## config.mk

```make
export PLATFORM = sky130hd
export DESIGN_NAME = serial_deserializer
export DESIGN_NICKNAME = d
export VERILOG_FILES = /design/src/rtl/serdes_pkg.sv /design/src/rtl/serial_deserializer_rx_out_buffer.sv /design/src/rtl/serial_deserializer.sv
export SDC_FILE = /design/constraint.sdc
export NUM_CORES = 1
export LEC_CHECK = 0
export CAP_MARGIN = 20
export CELL_PAD_IN_SITES_DETAIL_PLACEMENT = 1
export CELL_PAD_IN_SITES_GLOBAL_PLACEMENT = 1
export CORE_AREA = 4 4 57 59
export DETAILED_ROUTE_END_ITERATION = 8
export DIE_AREA = 0 0 61 63
export PLACE_DENSITY = 0.76
export SYNTH_ARGS = -nofsm -noshare
export SYNTH_HDL_FRONTEND = slang
export SYNTH_SLANG_ARGS = --single-unit
```

## constraint.sdc

```tcl
create_clock -name clk -period 2 [get_ports clk]
set_input_delay 0.4 -clock clk [delete_from_list [all_inputs] [get_ports clk]]
set_output_delay 0.4 -clock clk [all_outputs]
set_load 0.02 [all_outputs]
```

## src/rtl/serdes_pkg.sv

```systemverilog
// Shared definitions for the serial link blocks (receive deserializer and
// transmit-side wrapper).
//   rx_state_t    : receive FSM state encoding (IDLE, RECV)
//   DEFAULT_WIDTH : default word length in bits
package serdes_pkg;

  typedef enum logic {
    IDLE = 1'b0,
    RECV = 1'b1
  } rx_state_t;

  localparam int DEFAULT_WIDTH = 8;

endpackage

```

## src/rtl/serial_deserializer_rx_out_buffer.sv

```systemverilog
// One-entry output holding register with a valid/ready handshake.
// A completed word is loaded when the buffer is empty or is being consumed in
// the same cycle. Otherwise the word is dropped and the sticky overrun flag
// is raised.
// Ports:
//   clk, clr        : clock, asynchronous active-low reset
//   load, word      : a completed word is offered this cycle
//   ready           : consumer takes data this cycle (only counts while valid=1)
//   ovr_clr         : synchronous clear of overrun (a simultaneous set wins)
//   data, valid     : buffered word and its occupancy flag
//   overrun         : sticky flag, a word was dropped
module rx_out_buffer
  import serdes_pkg::*;
#(
  parameter int WIDTH = DEFAULT_WIDTH
) (
  input  logic             clk,
  input  logic             clr,
  input  logic             load,
  input  logic [WIDTH-1:0] word,
  input  logic             ready,
  input  logic             ovr_clr,
  output logic [WIDTH-1:0] data,
  output logic             valid,
  output logic             overrun
);

  logic consume;
  logic accept;
  logic drop;

  assign consume = valid & ready;
  // A slot frees up in the same cycle it is read, so there is no bubble
  // between back-to-back words.
  assign accept  = load & (~valid | consume);
  assign drop    = load & valid & ~ready;

  always_ff @(posedge clk or negedge clr) begin
    if (!clr) begin
      data  <= '0;
      valid <= 1'b0;
    end else if (accept) begin
      data  <= word;
      valid <= 1'b1;
    end else if (consume) begin
      valid <= 1'b0;
    end
  end

  always_ff @(posedge clk or negedge clr) begin
    if (!clr) begin
      overrun <= 1'b0;
    end else if (drop) begin
      overrun <= 1'b1;
    end else if (ovr_clr) begin
      overrun <= 1'b0;
    end
  end

endmodule

```

## src/rtl/serial_deserializer.sv

```systemverilog
// Serial-to-parallel receiver. It samples a framed bitstream, assembles
// WIDTH-bit words in a shift register and hands each completed word to a
// one-entry valid/ready output buffer. The next frame can arrive while the
// previous word is still waiting to be read.
// Ports:
//   clk, clr                  : clock, asynchronous active-low reset
//   sin, sin_valid, sin_start : serial bit, its qualifier, first-bit marker
//   pout, pout_valid          : received word and buffer-occupied flag
//   pout_ready                : consumer accepts pout this cycle
//   busy                      : a frame is in progress
//   overrun                   : sticky, a completed word was dropped
//   frame_err                 : one-cycle pulse when a frame restarts early
//   ovr_clr                   : synchronous clear of overrun
module serial_deserializer
  import serdes_pkg::*;
#(
  parameter int WIDTH     = DEFAULT_WIDTH,
  parameter bit MSB_FIRST = 1'b1
) (
  input  logic             clk,
  input  logic             clr,
  input  logic             sin,
  input  logic             sin_valid,
  input  logic             sin_start,
  output logic [WIDTH-1:0] pout,
  output logic             pout_valid,
  input  logic             pout_ready,
  output logic             busy,
  output logic             overrun,
  output logic             frame_err,
  input  logic             ovr_clr
);

  localparam int CW = $clog2(WIDTH + 1);

  rx_state_t        state_reg, state_next;
  logic [WIDTH-1:0] shift_reg, shift_next;
  logic [CW-1:0]    count_reg, count_next;
  logic             frame_err_reg, frame_err_next;
  logic             load;

  // fresh   : the register as it looks after the first bit of a new frame
  //           (any partial word is discarded)
  // shifted : the register with the current bit appended
  logic [WIDTH-1:0] fresh;
  logic [WIDTH-1:0] shifted;

  always_comb begin
    if (MSB_FIRST) begin
      fresh   = {{(WIDTH-1){1'b0}}, sin};
      shifted = {shift_reg[WIDTH-2:0], sin};
    end else begin
      fresh   = {sin, {(WIDTH-1){1'b0}}};
      shifted = {sin, shift_reg[WIDTH-1:1]};
    end
  end

  always_ff @(posedge clk or negedge clr) begin
    if (!clr) begin
      state_reg     <= IDLE;
      shift_reg     <= '0;
      count_reg     <= '0;
      frame_err_reg <= 1'b0;
    end else begin
      state_reg     <= state_next;
      shift_reg     <= shift_next;
      count_reg     <= count_next;
      frame_err_reg <= frame_err_next;
    end
  end

  always_comb begin
    state_next     = state_reg;
    shift_next     = shift_reg;
    count_next     = count_reg;
    frame_err_next = 1'b0;
    load           = 1'b0;
    case (state_reg)
      IDLE: begin
        if (sin_valid && sin_start) begin
          shift_next = fresh;
          count_next = CW'(1);
          state_next = RECV;
        end
      end
      RECV: begin
        if (sin_valid) begin
          if (sin_start) begin
            // The frame is restarted early: the current bit is bit 1 of
            // the new frame.
            shift_next     = fresh;
            count_next     = CW'(1);
            frame_err_next = 1'b1;
          end else begin
            shift_next = shifted;
            if (count_reg == CW'(WIDTH - 1)) begin
              // This is the final bit. The word offered to the buffer
              // includes it.
              load       = 1'b1;
              count_next = '0;
              state_next = IDLE;
            end else begin
              count_next = count_reg + CW'(1);
            end
          end
        end
      end
      default: state_next = IDLE;
    endcase
  end

  rx_out_buffer #(
    .WIDTH(WIDTH)
  ) u_out_buffer (
    .clk     (clk),
    .clr     (clr),
    .load    (load),
    .word    (shifted),
    .ready   (pout_ready),
    .ovr_clr (ovr_clr),
    .data    (pout),
    .valid   (pout_valid),
    .overrun (overrun)
  );

  assign busy      = (state_reg == RECV);
  assign frame_err = frame_err_reg;

endmodule

```

# Word level (Yosys, flattened, before mapping)
# Index checks and enable logic that the tools add are counted.
# op_classes
addsub	1
n_mul	0
n_div	0
magnitude_cmp	0
eq_ne	3
shift	0
muxes	25
bitwise	8
n_reduce_logical	4
# ops
operator	count
2-to-1 mux 7 bit	3
2-to-1 mux 4 bit	4
2-to-1 mux 1 bit	15
case mux 7 bit (2 select lines)	1
case mux 4 bit (2 select lines)	1
adder 4 x 1 -> 4 bit (second input constant)	1
bitwise AND 1 bit	4
== test 4 x 3 -> 1 bit (second input constant)	1
inequality test 2 bit (second input constant)	2
nonzero test 2 bit	2
inverter 1 bit	3
case mux 1 bit (2 select lines)	1
AND reduction 2 bit	1
logical AND 1 bit	1
OR 1 bit	1
# word_totals
register_bits	23
latchBits	0
mem_bits_rw	0
rom_bits	0
input_bits	7
wordCells	48
n_memories	0

# Depth between registers and ports, before layout
# Gate-level depths: netlist of run 1.
# logic_depth
depth_word	8
depth_mapped	5
mapped_depth_nobuf	4

# By module
# Synthesis of run 1 repeated with hierarchy kept, for this count alone.
# hier_totals
cells_unflattened	90
hier_area_um2	1074.8
# modules_own_cells
mod	n_inst	cells_per_inst	area_each_um2	seq_area_each_um2
serial_deserializer	1	66	661.9	325.3
rx_out_buffer	1	24	412.9	250.2

# Least setup slack after synthesis of run 1
# No wires, ideal clock.
# synth_timing
kind	reg-to-reg
start	reg count_reg[0]
end	reg u_out_buffer.data[0]
setup_ns	0.125
arrival_ns	1.452
required_ns	1.875
path_slack_ns	0.423
path_stages_with_launch	6
n_path_buf	1
synth_period_minus_slack_ns	1.577
path_cell_list	dfrtp_1 ha_1 nand4b_1 and4bb_2 buf_6 mux2_2
# synth_via
elab_chain_len	6
# synth_lines
item	line_no	source
from (decl)	serial_deserializer.sv:38	logic [CW-1:0] count_reg, count_next;
from (signal assigned)	serial_deserializer.sv:67	count_reg <= count_next;
== test 4 x 3 -> 1 bit	serial_deserializer.sv:96	if (count_reg == CW'(WIDTH - 1)) begin
2-to-1 mux 1 bit	serial_deserializer.sv:96	
2-to-1 mux 1 bit	serial_deserializer.sv:88	if (sin_start) begin
2-to-1 mux 1 bit	serial_deserializer.sv:87	if (sin_valid) begin
2-to-1 mux 1 bit	serial_deserializer.sv:78	case (state_reg)
bitwise AND 1 bit	serial_deserializer_rx_out_buffer.sv:35	assign accept = load & (~valid | consume);
to (signal assigned)	serial_deserializer_rx_out_buffer.sv:43	data <= word;
to (decl)	serial_deserializer_rx_out_buffer.sv:23	output logic [WIDTH-1:0] data,
# No other way between the ends.
# A chain may end at the register's enable or synchronous reset.

# Worst setup path in the final report of run 1
# layout_timing
start	reg state_reg, in the netlist busy
end	out busy
# layout_lines
item	line_no	source
from (decl)	serial_deserializer.sv:36	rx_state_t state_reg, state_next;
from (signal assigned)	serial_deserializer.sv:65	state_reg <= state_next;
to (decl)	serial_deserializer.sv:28	output logic busy,
# No word-level cell between the ends.

==> results of run 1 <==
## worst paths after layout
| path | from | to | slack [ns] | depth (start not counted) |
|---|---|---|---|---|
| worst max register to register | count_reg[0]$_DFFE_PN0P_ | u_out_buffer.data[1]$_DFFE_PN0P_ | 0.19 | 4 |
| min in group clk | u_out_buffer.data[7]$_DFFE_PN0P_ | u_out_buffer.data[7]$_DFFE_PN0P_ | 0.52 | 1 |
| worst max-delay path | busy$_DFF_PN0_ | busy | 0.13 | 1 |
| worst min register to register | u_out_buffer.data[7]$_DFFE_PN0P_ | u_out_buffer.data[7]$_DFFE_PN0P_ | 0.52 | 1 |
| worst min-delay path | clr | u_out_buffer.data[6]$_DFFE_PN0P_ | 0.43 | 2 |
| max in group asynchronous | clr | shift_reg[5]$_DFFE_PN0P_ | 1.34 | 2 |
## metal layers
metal  track usage  vias up
met1         0.168      353
met2         0.189       16
li1              -      363
met5             0        -
met3        0.0310        4
met4        0.0407        0
## power breakdown
part	internal [µW]	total (µW)	switching (µW)
logic	170	330	160
clock network	74.7	210	136
registers	540	604	63.6
total	785	1140	359
## worst reg2reg max path: cells and delay by family, from the launching register on
kind | cells | cell delay, ns
fa+ha+maj | 1 | 0.26
flops | 1 | 0.41
mux | 1 | 0.37
simple gates | 2 | 0.68
## cells in the final DEF (no fill, tap or decap), types with 2 or more instances in the layout
| cell | instances |
|---|---|
| mux2_2 | 9 |
| o21a_1 | 5 |
| nand2_1 | 4 |
| nand3_1 | 5 |
| clkdlybuf4s50_1 | 18 |
| clkbuf_4 | 3 |
| dfrtp_1 | 23 |
| buf_4 | 4 |
| inv_1 | 10 |
| o22a_1 | 2 |
| o22ai_1 | 10 |
## metrics by stage
| step | setup WS [ns] | std cells | hold slack (ns) | total power [µW] | utilization |
|---|---|---|---|---|---|
| finish | 0.127 | 140 | 0.432 | 1140 | 0.470 |
| global route | 0.0284 | 140 | 0.450 | 1210 | 0.470 |
| CTS | 0.0972 | 140 | 0.443 | 1160 | 0.470 |
| detailed placement | -0.0155 | 136 | 0.497 | 948 | 0.460 |
| global placement | 0.0109 | 136 | 0.489 | 930 | 0.460 |
| floorplan | 0.423 | 89 | 0.104 | 800 | - |
## logic make-up after synthesis
family                     share of synthesized area
adders and majority gates                     0.0121
AOI/OAI and AO/OA                              0.149
DFF                                            0.559
buffers and inverters                         0.0680
muxes                                          0.108
and+or+nand+nor                                0.103
## area by class of cell
| class | instances | area [µm²] | share of cell area |
|---|---|---|---|
| flip-flops and latches | 23 | 576 | 0.452 |
| multi-input cells | 50 | 384 | 0.302 |
| repair buffers | 22 | 210 | 0.165 |
| well taps | 31 | 38.8 | 0.0305 |
| inverters | 10 | 37.5 | 0.0295 |
| clock buffers | 3 | 22.5 | 0.0177 |
| clock inverters | 1 | 5.00 | 0.00393 |
==> metrics.md, run 1 <==
| Metric | Value |
|---|---|
| Power per standard cell area | `898 nW/µm²` |
| Fin area | `1270 µm²` |
| Fmax | `534 MHz` |
| Area post-placement | `1250 µm²` |
| Top-count cell post-synth | `dfrtp_1` |
| Largest net degree at the start of global routing | `24` |
| DR vias | `736` |
| Initial antenna violation count | `0` |
| Area share of the largest cell type after synthesis | `0.559` |
| EDFF count, synth | `0` |
| Die X | `61 µm` |
| CP peak stage delay | `0.66 ns` |
| Synth unique cells | `27` |
| Static Leak | `0.000560 µW` |
| CTS tree | `done` |
| CP max stage cell | `clkdlybuf4s50_1` |
| Worst-skew pair later-pin latency | `0.31 ns` |
| Final Hold Viols | `0` |
| Syn Inst Count | `89` |
| Worst Hold Class | `in -> async` |
| Maximum vdd drop | `0.000444 V` |
| DR WL met2 | `1.05 mm` |
| Clock root cell | `clkbuf_4` |
| Synth area leaders | `dfrtp_1, mux2_2, o22ai_1` |
| Final min period | `1.87 ns` |
| Synth Net Count | `97` |
| CP Cell Sequence | `clkdlybuf4s50_1` |
| Pre-antenna DRT Iters | `3` |
| Final wirelength | `2.16 mm` |
| Most common library cells after synthesis | `dfrtp_1, inv_1, o22ai_1, mux2_2` |
| Relative slew margins | `0.808` |
| Post CTS Setup Buffer Count | `0` |
| Final antenna-violating net count | `0` |
| Area Growth Syn to Fin | `23.7%` |
| Met3 WL | `70 µm` |
| Crit end category | `output pin` |
| Clock Pin Slew Worst Setup and Hold Paths | `0.13 ns` |
| DR WL/cell | `15.5 µm` |
| Vias in the first global route | `756` |
| Die area | `3840 µm²` |
| Count of final setup violators | `0` |
| Share of layout cells above drive strength 1 | `0.174` |
| Critical path fanouts, max | `9` |
| Synth Register Bits | `23` |
| Worst-Margin Slew | `0.287 ns` |
| Vias/cell | `5.26` |
| Cell row count | `19` |
| Pins Over Slew Limit | `0` |
| Synth area leader | `dfrtp_1` |
| First-pass GRT wire length | `3.60 mm` |
| Die height | `63 µm` |
| Synth warn | `0` |
| Tcrit/Tclk final | `0.937` |
| RSZ-0062 raised after global routing | `no` |
| Synthesized cell area | `1030 µm²` |
| Primary FF master, synth | `dfrtp_1` |
| First DRT Iteration DRCs | `7` |
| Worst Path Buf+Inv | `1` |
| Post-detail-place hpwl | `1.54 mm` |
| Arr. time, crit path | `1.47 ns` |
| Gpl congestion | `0.672` |
| Core Region | `2710 µm²` |
| Fin nets | `118` |
| Critical path's top delay family | `buffers and inverters` |
| Highest routed layer | `met4` |
| # fillers | `308` |
| Starting Density | `0.380` |
| Synth async-reset ratio | `1.00` |
| Final setup skew | `0.00768 ns` |
| Critical Path RT | `1.60 ns` |
| Status | `finished clean` |
| PortBufs | `18` |
| Total negative slack | `0 ns` |
| Syn Area/Cell | `11.6 µm²` |
| Wl on met1 | `1.01 mm` |
| Max reg flops | `8` |
| Gr usage total | `0.123` |
| Sink Count | `23` |
| Startpoint Class | `flop` |
| Max-cap violations | `0` |
| # diodes | `0` |
| Post-CTS Hold Buffers | `0` |
| H-tree levels | `1` |
| Critical path type | `reg -> out` |
| Clock Path Buffers | `2` |
| CTS resizes | `0` |
| Total grt overflow | `0` |
| Total CTS buffers | `3` |
| # DRC | `0` |
| I/O Pins | `19` |
| Share of the yosys chip area belonging to registers | `0.559` |
(Power assumes the default switching activity.)
==> run 2: changes to the inputs <==
Settings changed: REMOVE_ABC_BUFFERS set to 1.
==> run 2 against run 1 <==
Net effect: wire length rose by 6.7%; via count is 3.5% higher; non-clock buffer count increased by 1; worst hold slack better by 0.0018 ns; critical endpoint is now u_out_buffer.data[7]$_DFFE_PN0P_; die area stayed put; first-iteration DRC count increased to 4.3 times the previous value; combinational power grew 4%; register-to-register slack barely moved.
==> metrics.md, run 2 (synthesized netlist as in run 1, its figures left out) <==
| Metric | Value |
|---|---|
| Status | `finished clean` |
| RSZ-0062 raised after global routing | `no` |
| Final setup skew | `0.00837 ns (+0.000692 ns)` |
| Total CTS buffers | `3 (unchanged)` |
| Critical path type | `reg -> reg` |
| Vias in the first global route | `840 (+11%)` |
| Worst-skew pair later-pin latency | `0.32 ns (about the same)` |
| Gpl congestion | `0.681 (+1.3%)` |
| Area post-placement | `1250 µm² (+0.60%)` |
| Max reg flops | `8 (unchanged)` |
| Post-CTS Hold Buffers | `0 (unchanged)` |
| Power per standard cell area | `910 nW/µm² (+1.3%)` |
| Fmax | `553 MHz (+3.6%)` |
| Sink Count | `23 (unchanged)` |
| CTS resizes | `0 (unchanged)` |
| Die X | `61 µm (unchanged)` |
| CTS tree | `done` |
| Total negative slack | `0 ns (unchanged)` |
| Cell row count | `19 (unchanged)` |
| First-pass GRT wire length | `4.20 mm (+17%)` |
| Clock root cell | `clkbuf_4` |
| DR vias | `762 (+3.5%)` |
| Arr. time, crit path | `2.02 ns (+0.55 ns)` |
| Initial antenna violation count | `0 (unchanged)` |
| Clock Pin Slew Worst Setup and Hold Paths | `0.13 ns (about the same)` |
| Area Growth Syn to Fin | `24.3%` |
| Starting Density | `0.380 (unchanged)` |
| Crit end category | `flop` |
| Die area | `3840 µm² (unchanged)` |
| Total grt overflow | `0 (unchanged)` |
| Gr usage total | `0.147 (+0.0237)` |
| H-tree levels | `1 (unchanged)` |
| Tcrit/Tclk final | `0.904 (-0.0327)` |
| Largest net degree at the start of global routing | `24 (unchanged)` |
| Static Leak | `0.000561 µW (+0.26%)` |
| # diodes | `0 (unchanged)` |
| I/O Pins | `19 (unchanged)` |
| Final antenna-violating net count | `0 (unchanged)` |
| Post CTS Setup Buffer Count | `0 (unchanged)` |
| Post-detail-place hpwl | `1.65 mm (+7.0%)` |
| Worst-Margin Slew | `0.298 ns (+0.0110 ns)` |
| Final min period | `1.81 ns (-0.0655 ns)` |
| Clock Path Buffers | `2 (unchanged)` |
| Pins Over Slew Limit | `0 (unchanged)` |
| Count of final setup violators | `0 (unchanged)` |
| Commonest non-fill, non-tap cell in the layout | `dfrtp_1` |
| Fin area | `1280 µm² (+0.49%)` |
| Final Hold Viols | `0 (unchanged)` |
| Critical Path RT | `2.21 ns (+0.61 ns)` |
| # DRC | `0 (unchanged)` |
| Core Region | `2710 µm² (unchanged)` |
| Commonest non-fill, non-tap cells in the layout | `dfrtp_1, clkdlybuf4s50_1, inv_1, o22ai_1, mux2_2` |
| Worst Hold Class | `in -> async` |
| Pre-antenna DRT Iters | `4 (+1)` |
| Vias/cell | `5.40 (+2.8%)` |
| Relative slew margins | `0.801 (-0.00730)` |
| DR WL/cell | `16.4 µm (+5.9%)` |
| Critical path fanouts, max | `8 (-1)` |
| Final wirelength | `2.31 mm (+6.7%)` |
| Max-cap violations | `0 (unchanged)` |
| First DRT Iteration DRCs | `30 (+23)` |
| Die height | `63 µm (unchanged)` |
| Startpoint Class | `flop` |
| Fin nets | `119 (+0.85%)` |
| Maximum vdd drop | `0.000478 V (+7.9%)` |
| Share of layout cells above drive strength 1 | `0.173 (-0.00158)` |
| PortBufs | `18 (unchanged)` |
==> run 2: routing by layer <==
metal / global-route usage / up-vias / share of wire
li1: - / 362 / -
met1: 0.197 / 381 / 0.44
met2: 0.235 / 15 / 0.51
met3: 0.0248 / 4 / 0.039
met4: 0.0488 / 0 / 0.016
met5: 0 / - / 0
==> run 2: power breakdown <==
group	switching, µW	internal, µW
registers	63.4	540
logic	170	173
clock network	141	78.0
==> run 2: worst paths after layout <==
kind / startpoint / endpoint / slack (ns) / cells past startpoint
worst max-delay path: count_reg[0]$_DFFE_PN0P_ / u_out_buffer.data[7]$_DFFE_PN0P_ / 0.19 / 4
worst min-delay path: clr / u_out_buffer.data[6]$_DFFE_PN0P_ / 0.43 / 2
worst max register to register: count_reg[0]$_DFFE_PN0P_ / u_out_buffer.data[7]$_DFFE_PN0P_ / 0.19 / 4
worst min register to register: u_out_buffer.data[5]$_DFFE_PN0P_ / u_out_buffer.data[5]$_DFFE_PN0P_ / 0.52 / 1
max in group asynchronous: clr / shift_reg[1]$_DFFE_PN0P_ / 1.33 / 2
min in group clk: u_out_buffer.data[5]$_DFFE_PN0P_ / u_out_buffer.data[5]$_DFFE_PN0P_ / 0.52 / 1
==> run 2: metrics by stage <==
stage / hold slack, ns / worst slack (ns) / instances / util / power (µW)
final: 0.433 / 0.192 / 141 / 0.472 / 1170
after global routing: 0.436 / 0.0807 / 141 / 0.472 / 1250
after CTS: 0.442 / 0.170 / 141 / 0.472 / 1180
after detailed placement: 0.500 / 0.0348 / 137 / 0.463 / 962
after global placement: 0.492 / 0.0861 / 137 / 0.463 / 937
after floorplan: 0.104 / 0.415 / 83 / - / 787
==> run 2: critical path: stages (launching register included) <==
cell and delay, ns:
dfrtp_1 0.42, ha_1 0.29, nand4b_1 0.16, and4bb_2 0.48, mux2_2 0.36
==> run 2: final cells by class <==
| class | count | area (µm²) |
|---|---|---|
| clock buffer | 4 | 26.3 |
| fill | 301 | 1430 |
| inverter | 10 | 37.5 |
| multi-input combinational | 50 | 384 |
| sequential | 23 | 576 |
| tap | 31 | 38.8 |
| timing repair buffer | 23 | 218 |
